**src/rtl/lcd_pkg.sv**
```systemverilog
// Shared constants for the HD44780 character LCD blocks.
// Command bytes, default timings and init sequencer state encoding.
package lcd_pkg;

    // HD44780 command bytes
    localparam logic [7:0] CMD_WAKE       = 8'h30;
    localparam logic [7:0] CMD_FUNC_8B2L  = 8'h38;
    localparam logic [7:0] CMD_DISP_ON    = 8'h0C;
    localparam logic [7:0] CMD_DISP_BLINK = 8'h0F;
    localparam logic [7:0] CMD_ENTRY_INC  = 8'h06;
    localparam logic [7:0] CMD_CLEAR      = 8'h01;
    localparam logic [7:0] CMD_LINE2      = 8'hC0;

    // Default timings in clk cycles at 50 MHz
    localparam int T_POWERUP_DEF = 1_000_000;
    localparam int T_WAKE1_DEF   = 205_000;
    localparam int T_WAKE2_DEF   = 5_000;
    localparam int T_CMD_DEF     = 2_500;
    localparam int T_CLEAR_DEF   = 100_000;
    localparam int EN_PULSE_DEF  = 20;
    localparam int CNT_W_DEF     = 21;

    // Init sequence length
    localparam logic [2:0] LAST_STEP = 3'd6;

    // Init sequencer state encoding
    localparam logic [2:0] ST_POWERUP = 3'd0;
    localparam logic [2:0] ST_SETUP   = 3'd1;
    localparam logic [2:0] ST_PULSE   = 3'd2;
    localparam logic [2:0] ST_WAIT    = 3'd3;
    localparam logic [2:0] ST_DONE    = 3'd4;

    typedef enum logic [2:0] {
        S_POWERUP = ST_POWERUP,
        S_SETUP   = ST_SETUP,
        S_PULSE   = ST_PULSE,
        S_WAIT    = ST_WAIT,
        S_DONE    = ST_DONE
    } init_state_t;

endpackage

```
**src/rtl/lcd_init_rom.sv**
```systemverilog
// Init step table: step index -> command byte and post-command wait.
// LCD_CURSOR_BLINK_EN selects a blinking cursor for the display-on step.
module lcd_init_rom
    import lcd_pkg::*;
#(
    parameter int CNT_W   = CNT_W_DEF,
    parameter int T_WAKE1 = T_WAKE1_DEF,
    parameter int T_WAKE2 = T_WAKE2_DEF,
    parameter int T_CMD   = T_CMD_DEF,
    parameter int T_CLEAR = T_CLEAR_DEF
) (
    input  logic [2:0]       step,
    output logic [7:0]       cmd,
    output logic [CNT_W-1:0] dly
);

    localparam logic [CNT_W-1:0] D_WAKE1 = CNT_W'(T_WAKE1);
    localparam logic [CNT_W-1:0] D_WAKE2 = CNT_W'(T_WAKE2);
    localparam logic [CNT_W-1:0] D_CMD   = CNT_W'(T_CMD);
    localparam logic [CNT_W-1:0] D_CLEAR = CNT_W'(T_CLEAR);

`ifdef LCD_CURSOR_BLINK_EN
    localparam logic [7:0] CMD_DISPLAY = CMD_DISP_BLINK;
`else
    localparam logic [7:0] CMD_DISPLAY = CMD_DISP_ON;
`endif

    // Decode the step index into its command and wait time
    always_comb begin
        cmd = CMD_CLEAR;
        dly = D_CLEAR;
        case (step)
            3'd0: begin
                cmd = CMD_WAKE;
                dly = D_WAKE1;
            end
            3'd1: begin
                cmd = CMD_WAKE;
                dly = D_WAKE2;
            end
            3'd2: begin
                cmd = CMD_WAKE;
                dly = D_CMD;
            end
            3'd3: begin
                cmd = CMD_FUNC_8B2L;
                dly = D_CMD;
            end
            3'd4: begin
                cmd = CMD_DISPLAY;
                dly = D_CMD;
            end
            3'd5: begin
                cmd = CMD_ENTRY_INC;
                dly = D_CMD;
            end
            default: begin
                cmd = CMD_CLEAR;
                dly = D_CLEAR;
            end
        endcase
    end

endmodule

```
**src/rtl/lcd_init_seq.sv**
```systemverilog
// HD44780 8-bit power-on init sequencer; re-runnable via restart.
// Build option LCD_CURSOR_BLINK_EN (in lcd_init_rom) enables cursor blink.
module lcd_init_seq
    import lcd_pkg::*;
#(
    parameter int T_POWERUP = T_POWERUP_DEF,
    parameter int T_WAKE1   = T_WAKE1_DEF,
    parameter int T_WAKE2   = T_WAKE2_DEF,
    parameter int T_CMD     = T_CMD_DEF,
    parameter int T_CLEAR   = T_CLEAR_DEF,
    parameter int EN_PULSE  = EN_PULSE_DEF,
    parameter int CNT_W     = CNT_W_DEF
) (
    input  logic       clk,
    input  logic       rst_n,
    input  logic       restart,
    output logic       lcd_rs,
    output logic       lcd_rw,
    output logic       lcd_en,
    output logic [7:0] lcd_data,
    output logic       init_done,
    output logic       busy
);

    localparam logic [CNT_W-1:0] PWR_LAST = CNT_W'(T_POWERUP - 1);
    localparam logic [CNT_W-1:0] EN_LAST  = CNT_W'(EN_PULSE - 1);

    init_state_t      state_q, state_d;
    logic [2:0]       step_q, step_d;
    logic [CNT_W-1:0] cnt_q, cnt_d;
    logic             en_d;
    logic [7:0]       data_d;
    logic             done_d;
    logic             busy_d;

    logic [7:0]       rom_cmd;
    logic [CNT_W-1:0] rom_dly;
    logic [CNT_W-1:0] dly_last;

    lcd_init_rom #(
        .CNT_W  (CNT_W),
        .T_WAKE1(T_WAKE1),
        .T_WAKE2(T_WAKE2),
        .T_CMD  (T_CMD),
        .T_CLEAR(T_CLEAR)
    ) u_rom (
        .step(step_q),
        .cmd (rom_cmd),
        .dly (rom_dly)
    );

    assign dly_last = rom_dly - CNT_W'(1);

    // State and registered pin outputs
    always_ff @(posedge clk or negedge rst_n) begin
        if (!rst_n) begin
            state_q   <= S_POWERUP;
            step_q    <= 3'd0;
            cnt_q     <= '0;
            lcd_rs    <= 1'b0;
            lcd_rw    <= 1'b0;
            lcd_en    <= 1'b0;
            lcd_data  <= 8'h00;
            init_done <= 1'b0;
            busy      <= 1'b1;
        end else begin
            state_q   <= state_d;
            step_q    <= step_d;
            cnt_q     <= cnt_d;
            lcd_rs    <= 1'b0;
            lcd_rw    <= 1'b0;
            lcd_en    <= en_d;
            lcd_data  <= data_d;
            init_done <= done_d;
            busy      <= busy_d;
        end
    end

    // Next state; en rises on leaving SETUP so it is high exactly in PULSE
    always_comb begin
        state_d = state_q;
        step_d  = step_q;
        cnt_d   = cnt_q;
        en_d    = lcd_en;
        data_d  = lcd_data;
        done_d  = init_done;
        busy_d  = busy;
        unique case (state_q)
            S_POWERUP: begin
                if (cnt_q == PWR_LAST) begin
                    cnt_d   = '0;
                    state_d = S_SETUP;
                end else begin
                    cnt_d = cnt_q + CNT_W'(1);
                end
            end
            S_SETUP: begin
                data_d  = rom_cmd;
                en_d    = 1'b1;
                cnt_d   = '0;
                state_d = S_PULSE;
            end
            S_PULSE: begin
                if (cnt_q == EN_LAST) begin
                    en_d    = 1'b0;
                    cnt_d   = '0;
                    state_d = S_WAIT;
                end else begin
                    cnt_d = cnt_q + CNT_W'(1);
                end
            end
            S_WAIT: begin
                if (cnt_q == dly_last) begin
                    cnt_d = '0;
                    if (step_q == LAST_STEP) begin
                        done_d  = 1'b1;
                        busy_d  = 1'b0;
                        state_d = S_DONE;
                    end else begin
                        step_d  = step_q + 3'd1;
                        state_d = S_SETUP;
                    end
                end else begin
                    cnt_d = cnt_q + CNT_W'(1);
                end
            end
            S_DONE: begin
                en_d = 1'b0;
                if (restart) begin
                    done_d  = 1'b0;
                    busy_d  = 1'b1;
                    step_d  = 3'd0;
                    cnt_d   = '0;
                    state_d = S_SETUP;
                end
            end
            default: begin
                en_d    = 1'b0;
                cnt_d   = '0;
                step_d  = 3'd0;
                state_d = S_POWERUP;
            end
        endcase
    end

endmodule

```
**config.mk**
```make
export PLATFORM = sky130hd
export DESIGN_NAME = lcd_init_seq
export DESIGN_NICKNAME = d
export VERILOG_FILES = /design/src/rtl/lcd_pkg.sv /design/src/rtl/lcd_init_rom.sv /design/src/rtl/lcd_init_seq.sv
export SDC_FILE = /design/constraint.sdc
export NUM_CORES = 1
export LEC_CHECK = 0
export ABC_AREA = 1
export ABC_CLOCK_PERIOD_IN_PS = 5450
export BUFFER_PORTS_ARGS = -buffer_cell sky130_fd_sc_hd__buf_2
export CAP_MARGIN = 30
export CORE_MARGIN = 5
export CORE_UTILIZATION = 55
export DETAILED_ROUTE_END_ITERATION = 10
export PLACE_DENSITY = 0.73
export SLEW_MARGIN = 20
export SYNTH_ARGS = -nofsm -noshare
export SYNTH_HDL_FRONTEND = slang
export SYNTH_SLANG_ARGS = --single-unit
```
**constraint.sdc**
```tcl
create_clock -name clk -period 5.45 [get_ports clk]
set_input_delay 0 -clock clk [delete_from_list [all_inputs] [get_ports clk]]
set_output_delay 0 -clock clk [all_outputs]
set_load 0.05 [all_outputs]
```
==> results_dict.tcl, run 1 <==
set metrics [dict create \
    status "finished clean" \
    grt_antenna_before_repair 0 \
    powerDensity_nw_per_um2 197 \
    r2r_setup_slack_ps 2570 \
    cap_violations 0 \
    startpoint_type "flip-flop" \
    ant_nets 0 \
    arrival_ps 3020 \
    drcViolationCount 0 \
    grt_max_degree 36 \
    cts_sinks 35 \
    critPathMaxFanout 18 \
    layout.nets 404 \
    dr_total_vias 2476 \
    place_ws_ps 2620 \
    crit_cells 17 \
    cpPeakStageDelay_ps 440 \
    grt_usage_pct 22.2 \
    diodes 0 \
    area_growth_pct 8.06 \
    synth_edf_count 0 \
    clockBufferDepth 2 \
    viasPerCell 5.51 \
    layout_setup_ws_ps 2570 \
    cts.htree.levels 2 \
    min_period_over_period_pct 52.9 \
    critPathLaunch "step_q[0]" \
    port_buffers 11 \
    crit_chain "ha_1 -> ha_1 -> inv_1 -> nand2_2 -> nor2_8 -> ha_1 -> inv_1 -> o211ai_1 -> nand2_1 -> nand2_1 -> nand2_1 -> nor2_1 -> nand2_1 -> nand2_2 -> nand2_4 -> nand2_1 -> o21ai_0" \
    dr.pass1.iters 7 \
    yosysWarnings 0 \
    die_w_um 78.5 \
    insertion_delay_ps 290 \
    async_flop_share_pct 100 \
    final.setup_skew_ps 6.48 \
    grt-ovfl-total 0 \
    ys_seq_area_share_pct 34.0 \
    max-vdd-ir-drop_uv 131 \
    grt_pass1_vias 2250 \
    cts_tree "yes" \
    cts_resized 0 \
    layout_common_cells "nand2_1, inv_1, dfrtp_1, nor2_1, nand3_1" \
    cts_root_buffer "clkbuf_8" \
    drtIter0Drc 259 \
    placementRows 25 \
    dieArea_um2 6160 \
    critical_path_required_ps 5580 \
    path_buf_inv 2 \
    clk_pin_slew_worst_paths_ps 70 \
    crit_top_cell "nand2_1" \
    path_class "flip-flop to flip-flop" \
    netlist_instances 384 \
    hold_path_class "input pin to asynchronous set/reset pin" \
    ys.flop_type "dfrtp_1" \
    rsz0062_at_grt "false" \
    dieHeight_um 78.5 \
    reg2reg_depth 17 \
    grt_pass1_wl_um 10800 \
    setup_tns_ps 0 \
    finalWeightedCongestion 1.03 \
    multiInputGateArea_um2 1410 \
    min_period_ps 2880 \
    drt-total-wl_um 6260 \
    hold-worst-slack_ps 337 \
    drive_above_1_share_pct 8.10 \
    syn-cell-area_um2 2580 \
    slew_headroom_pct 46.9 \
    layout_commonest_cell "nand2_1" \
    path_delay_family "simple AND/OR/NAND/NOR gates" \
    p_leak_nw 1.46 \
    worstMarginPinSlew_ps 796 \
    syn_area_per_cell_um2 6.71 \
    hpwl_um 4640 \
    reg2reg_to "cnt_q[3]" \
    regArea_um2 877 \
    r2r_start "step_q[0]" \
    finalSetupViolCount 0 \
    synth_cell_types 34 \
    core_area_um2 4630 \
    postCtsSetupRepairBufs 0 \
    final-hold-violation-count 0 \
    wl_per_cell_um 13.9 \
    numCtsBuffers 5 \
    synth.ff_latch_count 35 \
    crit_slowest_cell "dfrtp_1" \
    slew_violations 0 \
    fill_cells 445 \
    io_pins 16 \
    fmaxAchievable_mhz 347 \
    end_kind "flip-flop" \
    crit_end "cnt_q[3]" \
    start_util_pct 55.7 \
]
==> where the power goes <==
part / switching (mW) / internal (mW) / leakage, nW
Combinational: 0.0113 / 0.00144 / 0.938
Clock: 0.0945 / 0.183 / 0.0654
Sequential: 0 / 0.260 / 0.455
Total: 0.106 / 0.444 / 1.46
==> worst min-delay path by stage <==
stage               startpoint   endpoint  slack [ps]  cells past startpoint
finish                   rst_n   cnt_q[9]         340                      2
detailed placement       rst_n   cnt_q[4]         140                      1
global placement         rst_n   cnt_q[4]         130                      1
floorplan                rst_n   cnt_q[0]        -300                      0
global route             rst_n   cnt_q[9]         400                      2
CTS                      rst_n  cnt_q[12]         360                      2
==> kinds of logic (layout without fill, tap and decap cells) <==
logic type,count (synthesis),after routing,share of synthesized area (%)
other,1,4,0.145
AOI/OAI and AO/OA,44,44,10.4
buffers and inverters,73,81,11.8
xor gates and xnor gates,10,10,3.40
adders and majority gates,7,7,3.40
and+or+nand+nor,214,214,36.8
DFF,35,35,34.0
==> through the flow <==
step	cells	utilization, %	cell area, um^2	power (mW)
6_report	449	60.2	2790	0.550
3_3_place_gp	439	56.9	2630	0.277
3_5_place_dp	439	56.9	2630	0.277
2_1_floorplan	387	-	2590	0.273
4_1_cts	449	60.2	2790	0.558
5_1_grt	449	60.2	2790	0.575
==> worst reg2reg max path: stages (launching register included) <==
cell and delay (ps):
dfrtp_1 440, ha_1 250, ha_1 220, inv_1 70
nand2_2 90, nor2_8 140, ha_1 190, inv_1 70
o211ai_1 210, nand2_1 80, nand2_1 60, nand2_1 50
nor2_1 150, nand2_1 90, nand2_2 220, nand2_4 200
nand2_1 110, o21ai_0 100
==> sequential cells by signal, indices dropped and copies added, names as in the netlist <==
name and cells:
busy 1, cnt_q 21, init_done 1, lcd_data 5, lcd_en 1, state_q 3
step_q 3
==> what timing repair did <==
item                                    CTS  global route
endpoints found under the hold margin    35             0
hold buffers                              2             0
endpoints found under the setup margin    0             0
==> layout make-up <==
cell class	instances	area share, %
clock inverters	2	2.16
repair buffers	13	2.70
clock buffers	6	2.61
inverters	60	8.09
well taps	54	2.43
multi-input cells	279	50.5
flip-flops and latches	35	31.5
==> cell usage after synthesis, types with 2 or more instances <==
library cell | number | area (um^2)
o21ai_1 | 9 | 45.0
o21ai_0 | 18 | 90.1
o31ai_1 | 2 | 15.0
clkbuf_1 | 6 | 22.5
xor2_1 | 10 | 87.6
nand4_1 | 15 | 93.8
inv_2 | 2 | 7.51
a21oi_1 | 2 | 10.0
buf_4 | 6 | 45.0
nor3_1 | 14 | 70.1
dfrtp_1 | 34 | 851
o21ai_2 | 2 | 17.5
nand3_1 | 23 | 115
nand2_2 | 3 | 18.8
o211ai_1 | 6 | 45.0
ha_1 | 7 | 87.6
nand2_1 | 116 | 435
inv_1 | 57 | 214
or2_2 | 2 | 12.5
nor4_1 | 6 | 37.5
nor2_1 | 31 | 116
==> per-layer routing <==
metal  GRT usage (%)  up-vias  part of all wire [%]  routed length (um)
li1                -     1245                     -                   -
met1            31.3     1126                    48                3000
met2            32.7       95                    45                2790
met3            4.82       10                   6.0                 374
met4            9.09        0                   1.5                  93
met5               0        -                     0                   0
(Power assumes the default switching activity.)
==> inputs of run 2 (changes only) <==
--- a/config.mk
+++ b/config.mk
@@ -6,13 +6,13 @@
 export NUM_CORES = 1
 export LEC_CHECK = 0
 export ABC_AREA = 1
-export ABC_CLOCK_PERIOD_IN_PS = 5450
+export ABC_CLOCK_PERIOD_IN_PS = 2400
 export BUFFER_PORTS_ARGS = -buffer_cell sky130_fd_sc_hd__buf_2
 export CAP_MARGIN = 30
 export CORE_MARGIN = 5
 export CORE_UTILIZATION = 55
 export DETAILED_ROUTE_END_ITERATION = 10
-export PLACE_DENSITY = 0.73
+export PLACE_DENSITY = 0.76
 export SLEW_MARGIN = 20
 export SYNTH_ARGS = -nofsm -noshare
 export SYNTH_HDL_FRONTEND = slang
==> constraint.sdc (replaced) <==
create_clock -name clk -period 2.4 [get_ports clk]
set_input_delay 0 -clock clk [delete_from_list [all_inputs] [get_ports clk]]
set_output_delay 0 -clock clk [all_outputs]
set_load 0.05 [all_outputs]
==> run 2 against run 1 <==
Net effect: the run now ends with setup timing left; clock power up 75%; sequential share of layout area down 3.8 points; clock-buffer cell count is 2 higher; largest cell class unchanged; wire length grew 11%; critical endpoint is now cnt_q[0].
==> results_dict.tcl, run 2 (synthesis gave the netlist of run 1 again) <==
set metrics [dict create \
    status "complete, but fails checks" \
    violations "setup timing" \
    dieHeight_um 78.5 \
    finalWeightedCongestion 0.985 \
    drtIter0Drc 340 \
    fill_cells 387 \
    grt_antenna_before_repair 0 \
    grt_pass1_vias 2475 \
    power_mw 1.10 \
    drive_above_1_share_pct 21.3 \
    crit_top_cell "nand2_1" \
    insertion_delay_ps 290 \
    powerDensity_nw_per_um2 348 \
    multiInputGateArea_um2 1580 \
    regMostFlops "cnt_q" \
    p_clk_share_pct 43.9 \
    min_period_ps 2500 \
    finalSetupViolCount 26 \
    viasPerCell 5.64 \
    io_pins 16 \
    critical_path_required_ps 2580 \
    p_leak_nw 1.61 \
    hpwl_um 4930 \
    placementRows 25 \
    clockBufferDepth 2 \
    grt-ovfl-total 0 \
    fmaxAchievable_mhz 400 \
    area_growth_pct 23.1 \
    slew_headroom_pct 47.4 \
    final-hold-violation-count 0 \
    slew_violations 0 \
    wl_per_cell_um 14.4 \
    path_buf_inv 4 \
    grt_pass1_wl_um 11700 \
    layout.nets 436 \
    p_seq_share_pct 53.5 \
    top_regs "cnt_q (21), lcd_data (5)" \
    port_buffers 11 \
    cts.htree.levels 2 \
    critPathMaxFanout 7 \
    crit_slowest_cell "dfrtp_2" \
    diodes 0 \
    rsz0062_at_grt "true" \
    dr.pass1.iters 5 \
    path_delay_family "simple AND/OR/NAND/NOR gates" \
    regArea_um2 880 \
    final_cell_count_no_fill 481 \
    layout_common_cells "nand2_1, inv_1, dfrtp_1, nor2_1, buf_4" \
    layout_commonest_cell "nand2_1" \
    hold_path_class "input pin to asynchronous set/reset pin" \
    hold-worst-slack_ps 329 \
    dp.cells 465 \
    dieArea_um2 6160 \
    drcViolationCount 0 \
    startpoint_type "flip-flop" \
    power_switching_mw 0.248 \
    dr_total_vias 2714 \
    grt_usage_pct 23.6 \
    power.internal_mw 0.855 \
    arrival_ps 2680 \
    place_area_um2 2860 \
    final.setup_skew_ps 11.4 \
    cts_sinks 35 \
    path_class "flip-flop to flip-flop" \
    cpPeakStageDelay_ps 450 \
    core_area_um2 4630 \
    clk_pin_slew_worst_paths_ps 80 \
    largest_register_ffs 21 \
    power_frac_comb_pct 2.6 \
    design_area_um2 3170 \
    grt_max_degree 36 \
    min_period_over_period_pct 104 \
    start_util_pct 55.7 \
    max-vdd-ir-drop_uv 232 \
    ant_nets 0 \
    layout_setup_ws_ps -98.7 \
    worstMarginPinSlew_ps 789 \
    numCtsBuffers 5 \
    cts_tree "yes" \
    die_w_um 78.5 \
    cap_violations 0 \
    crit_chain "ha_4 -> ha_4 -> inv_4 -> nand2_4 -> nor2_8 -> ha_4 -> inv_2 -> nand2_1 -> nand2_1 -> nand2_1 -> nor2_1 -> nand3_1 -> nor2_1 -> nand2_1 -> nor2_1 -> nand2_2 -> nand2_8 -> buf_6 -> nand3b_1 -> nand2_1 -> inv_1" \
    end_kind "flip-flop" \
    p_sw_share_pct 22.5 \
    cts_root_buffer "clkbuf_8" \
    drt-total-wl_um 6940 \
]
## run 2: layout make-up
type / count / area share, %
Multi-Input combinational cell: 282 / 49.7
Timing Repair Buffer: 42 / 9.98
Tap cell: 54 / 2.13
Inverter: 60 / 7.30
Clock buffer: 8 / 3.16
Sequential cell: 35 / 27.7
## run 2: layer usage
layer / global-route usage (%) / share of wire, % / vias up
met1: 32.8 / 45 / 1264
met5: 0 / 0 / -
li1: - / - / 1310
met2: 37.8 / 46 / 130
met4: 5.59 / 1.3 / 0
met3: 4.70 / 7.7 / 10
## run 2: power groups by stage
stage               combinational, mW  sequential (mW)  clock [mW]
floorplan                      0.0187            0.601           0
CTS                            0.0303            0.589       0.493
global placement               0.0277            0.601           0
global route                   0.0327            0.589       0.520
detailed placement             0.0278            0.601           0
finish                         0.0290            0.589       0.484
## run 2: metrics by stage
stage	worst slack [ps]	util, %	TNS (ps)
2_1_floorplan	3.93	-	0
3_3_place_gp	-101	61.7	-1730
3_5_place_dp	-172	61.7	-3030
4_1_cts	-98.3	66.8	-1240
5_1_grt	-227	68.5	-4850
6_report	-98.7	68.5	-1430
## run 2: repair_timing
action / in CTS / in global routing
endpoints found under the setup margin: 26 / 27
buffers inserted: 1 / 2
hold endpoints to repair: 35 / 0
pin swaps: 7 / 11
gates cloned: 3 / 0
resized for setup: 23 / 21
hold buffers: 2 / 0
## run 2: final timing paths
path,startpoint,endpoint,cells after the start,slack [ps]
hold / removal,rst_n,cnt_q[9],2,330
setup reg to reg,step_q[0],cnt_q[0],21,-100
max in group asynchronous,rst_n,step_q[1],2,1510
setup / recovery,step_q[0],cnt_q[0],21,-100
hold reg to reg,busy,busy,2,460
min in group clk,busy,busy,2,460
==> inputs of run 3 (changes only) <==
--- a/config.mk
+++ b/config.mk
@@ -11,6 +11,7 @@
 export CAP_MARGIN = 30
 export CORE_MARGIN = 5
 export CORE_UTILIZATION = 55
+export CTS_CLUSTER_DIAMETER = 200
 export DETAILED_ROUTE_END_ITERATION = 10
 export PLACE_DENSITY = 0.76
 export SLEW_MARGIN = 20
==> constraint.sdc (replaced) <==
create_clock -name clk -period 2.4 [get_ports clk]
set_input_delay 0.24 -clock clk [delete_from_list [all_inputs] [get_ports clk]]
set_output_delay 0.24 -clock clk [all_outputs]
set_load 0.05 [all_outputs]
==> run 3 against run 2 <==
Net effect: the run still ends with setup timing left; critical path depth unchanged; wire length down 0.22%; non-clock buffer count shrank 2; clock-buffer cell count is the same; register-to-register slack about the same; clock skew about the same; global-route usage about the same; maximum frequency is essentially flat; worst setup slack worse by 1.3 ps.
==> results_dict.tcl, run 3 (synthesis gave the netlist of run 1 again) <==
set metrics [dict create \
    reg2reg_to "cnt_q[0]" \
    cts_root_buffer "clkbuf_8" \
    cts.htree.levels 2 \
    path_class "flip-flop to flip-flop" \
    p_clk_share_pct 43.9 \
    area_growth_pct 22.3 \
    ant_nets 0 \
    regMostFlops "cnt_q" \
    critical_path_required_ps 2580 \
    viasPerCell 5.56 \
    power_frac_comb_pct 2.4 \
    post-route-util_pct 68.1 \
    slew_violations 0 \
    powerDensity_nw_per_um2 348 \
    clockBufferDepth 2 \
    grt_max_degree 36 \
    grt_usage_pct 23.6 \
    p_leak_nw 1.61 \
    dr.pass1.iters 5 \
    core_area_um2 4630 \
    diodes 0 \
    grt_antenna_before_repair 0 \
    start_util_pct 55.7 \
    p_seq_share_pct 53.7 \
    worstMarginPinSlew_ps 793 \
    layout.nets 434 \
    final.setup_skew_ps 11.4 \
    crit_end "cnt_q[0]" \
    finalSetupViolCount 26 \
    startpoint_type "flip-flop" \
    layout_commonest_cell "nand2_1" \
    arrival_ps 2680 \
    power_switching_mw 0.245 \
    drt-total-wl_um 6930 \
    dieHeight_um 78.5 \
    placementRows 25 \
    drive_above_1_share_pct 21.4 \
    fmaxAchievable_mhz 400 \
    fill_cells 389 \
    layout_setup_ws_ps -100 \
    grt-ovfl-total 0 \
    violations "setup timing" \
    numCtsBuffers 5 \
    cap_violations 0 \
    cts_tree "yes" \
    grt_pass1_vias 2472 \
    finalWeightedCongestion 0.985 \
    insertion_delay_ps 290 \
    die_w_um 78.5 \
    status "complete, but fails checks" \
    largest_register_ffs 21 \
    min_period_ps 2500 \
    setup_tns_ps -1420 \
    r2r_setup_slack_ps -100 \
    final-hold-violation-count 0 \
    max-vdd-ir-drop_uv 231 \
    dieArea_um2 6160 \
    critPathLaunch "step_q[0]" \
    rsz0062_at_grt "true" \
    p_sw_share_pct 22.3 \
    drcViolationCount 0 \
    layout_common_cells "nand2_1, inv_1, dfrtp_1, nor2_1, buf_4" \
    cts_sinks 35 \
    reg2reg_depth 21 \
    wl_per_cell_um 14.5 \
    dr_total_vias 2665 \
    end_kind "flip-flop" \
    top_regs "cnt_q (21), lcd_data (5)" \
    min_period_over_period_pct 104 \
    place_ws_ps -172 \
    slew_headroom_pct 47.1 \
    drtIter0Drc 316 \
    clk_pin_slew_worst_paths_ps 80 \
    power.internal_mw 0.853 \
    port_buffers 11 \
    postCtsHoldBufs 0 \
    hold_path_class "input pin to asynchronous set/reset pin" \
    grt_pass1_wl_um 11700 \
    r2r_start "step_q[0]" \
    io_pins 16 \
    critPathMaxFanout 7 \
    hpwl_um 4930 \
]
run 3: cell types whose count changed in the layout (fill, tap and decap cells not counted):
cell / previous run / this run
dlygate4sd3_1: 2 / 0
run 3: cell type report:
cell class,count,area [um^2],area share [%]
Tap cell,54,67.6,2.14
Inverter,60,231,7.34
Sequential cell,35,880,27.9
Multi-Input combinational cell,282,1580,50.0
Clock buffer,8,100,3.18
Timing Repair Buffer,40,297,9.41
run 3: power by group through the flow:
| stage | combinational (mW) | sequential [mW] | clock (mW) |
|---|---|---|---|
| 2_1_floorplan | 0.0187 | 0.601 | 0 |
| 3_3_place_gp | 0.0277 | 0.601 | 0 |
| 3_5_place_dp | 0.0278 | 0.601 | 0 |
| 4_1_cts | 0.0278 | 0.589 | 0.493 |
| 5_1_grt | 0.0302 | 0.589 | 0.520 |
| 6_report | 0.0266 | 0.589 | 0.482 |
run 3: through the flow:
step / hold slack (ps) / power (mW) / cells / area [um^2]
after floorplan: -55.6 / 0.620 / 387 / 2610
after global placement: 377 / 0.629 / 465 / 2860
after detailed placement: 382 / 0.629 / 465 / 2860
after CTS: 70.5 / 1.11 / 477 / 3070
after global routing: 113 / 1.14 / 479 / 3150
final: 27.2 / 1.10 / 479 / 3150
run 3: worst min-delay path by stage:
stage | startpoint | endpoint | slack [ps] | depth (start not counted)
after CTS | rst_n | cnt_q[9] | 70 | 1
after global routing | rst_n | cnt_q[9] | 110 | 1
final | rst_n | cnt_q[9] | 30 | 1
after detailed placement | rst_n | cnt_q[9] | 380 | 1
after global placement | rst_n | cnt_q[9] | 380 | 1
after floorplan | rst_n | cnt_q[0] | -60 | 0
run 3: what timing repair did:
action / 4_1_cts / 5_1_grt
setup endpoints to repair: 26 / 27
pin swaps: 7 / 11
setup buffers: 1 / 2
resized for setup: 23 / 21
cloned: 3 / 0
run 3: critical path: stages (launching register included):
cell and delay (ps):
dfrtp_2 450, ha_4 180, ha_4 160, inv_4 60, nand2_4 60, nor2_8 100, ha_4 210, inv_2 40
nand2_1 40, nand2_1 70, nand2_1 50, nor2_1 80, nand3_1 80, nor2_1 80, nand2_1 50, nor2_1 130
nand2_2 120, nand2_8 150, buf_6 120, nand3b_1 70, nand2_1 70, inv_1 40
run 3: routing by layer:
metal  GRT usage [%]  share of wire, %
met3            4.70               8.0
met1            32.7                44
met2            37.8                46
met5               0                 0
met4            5.59               1.2
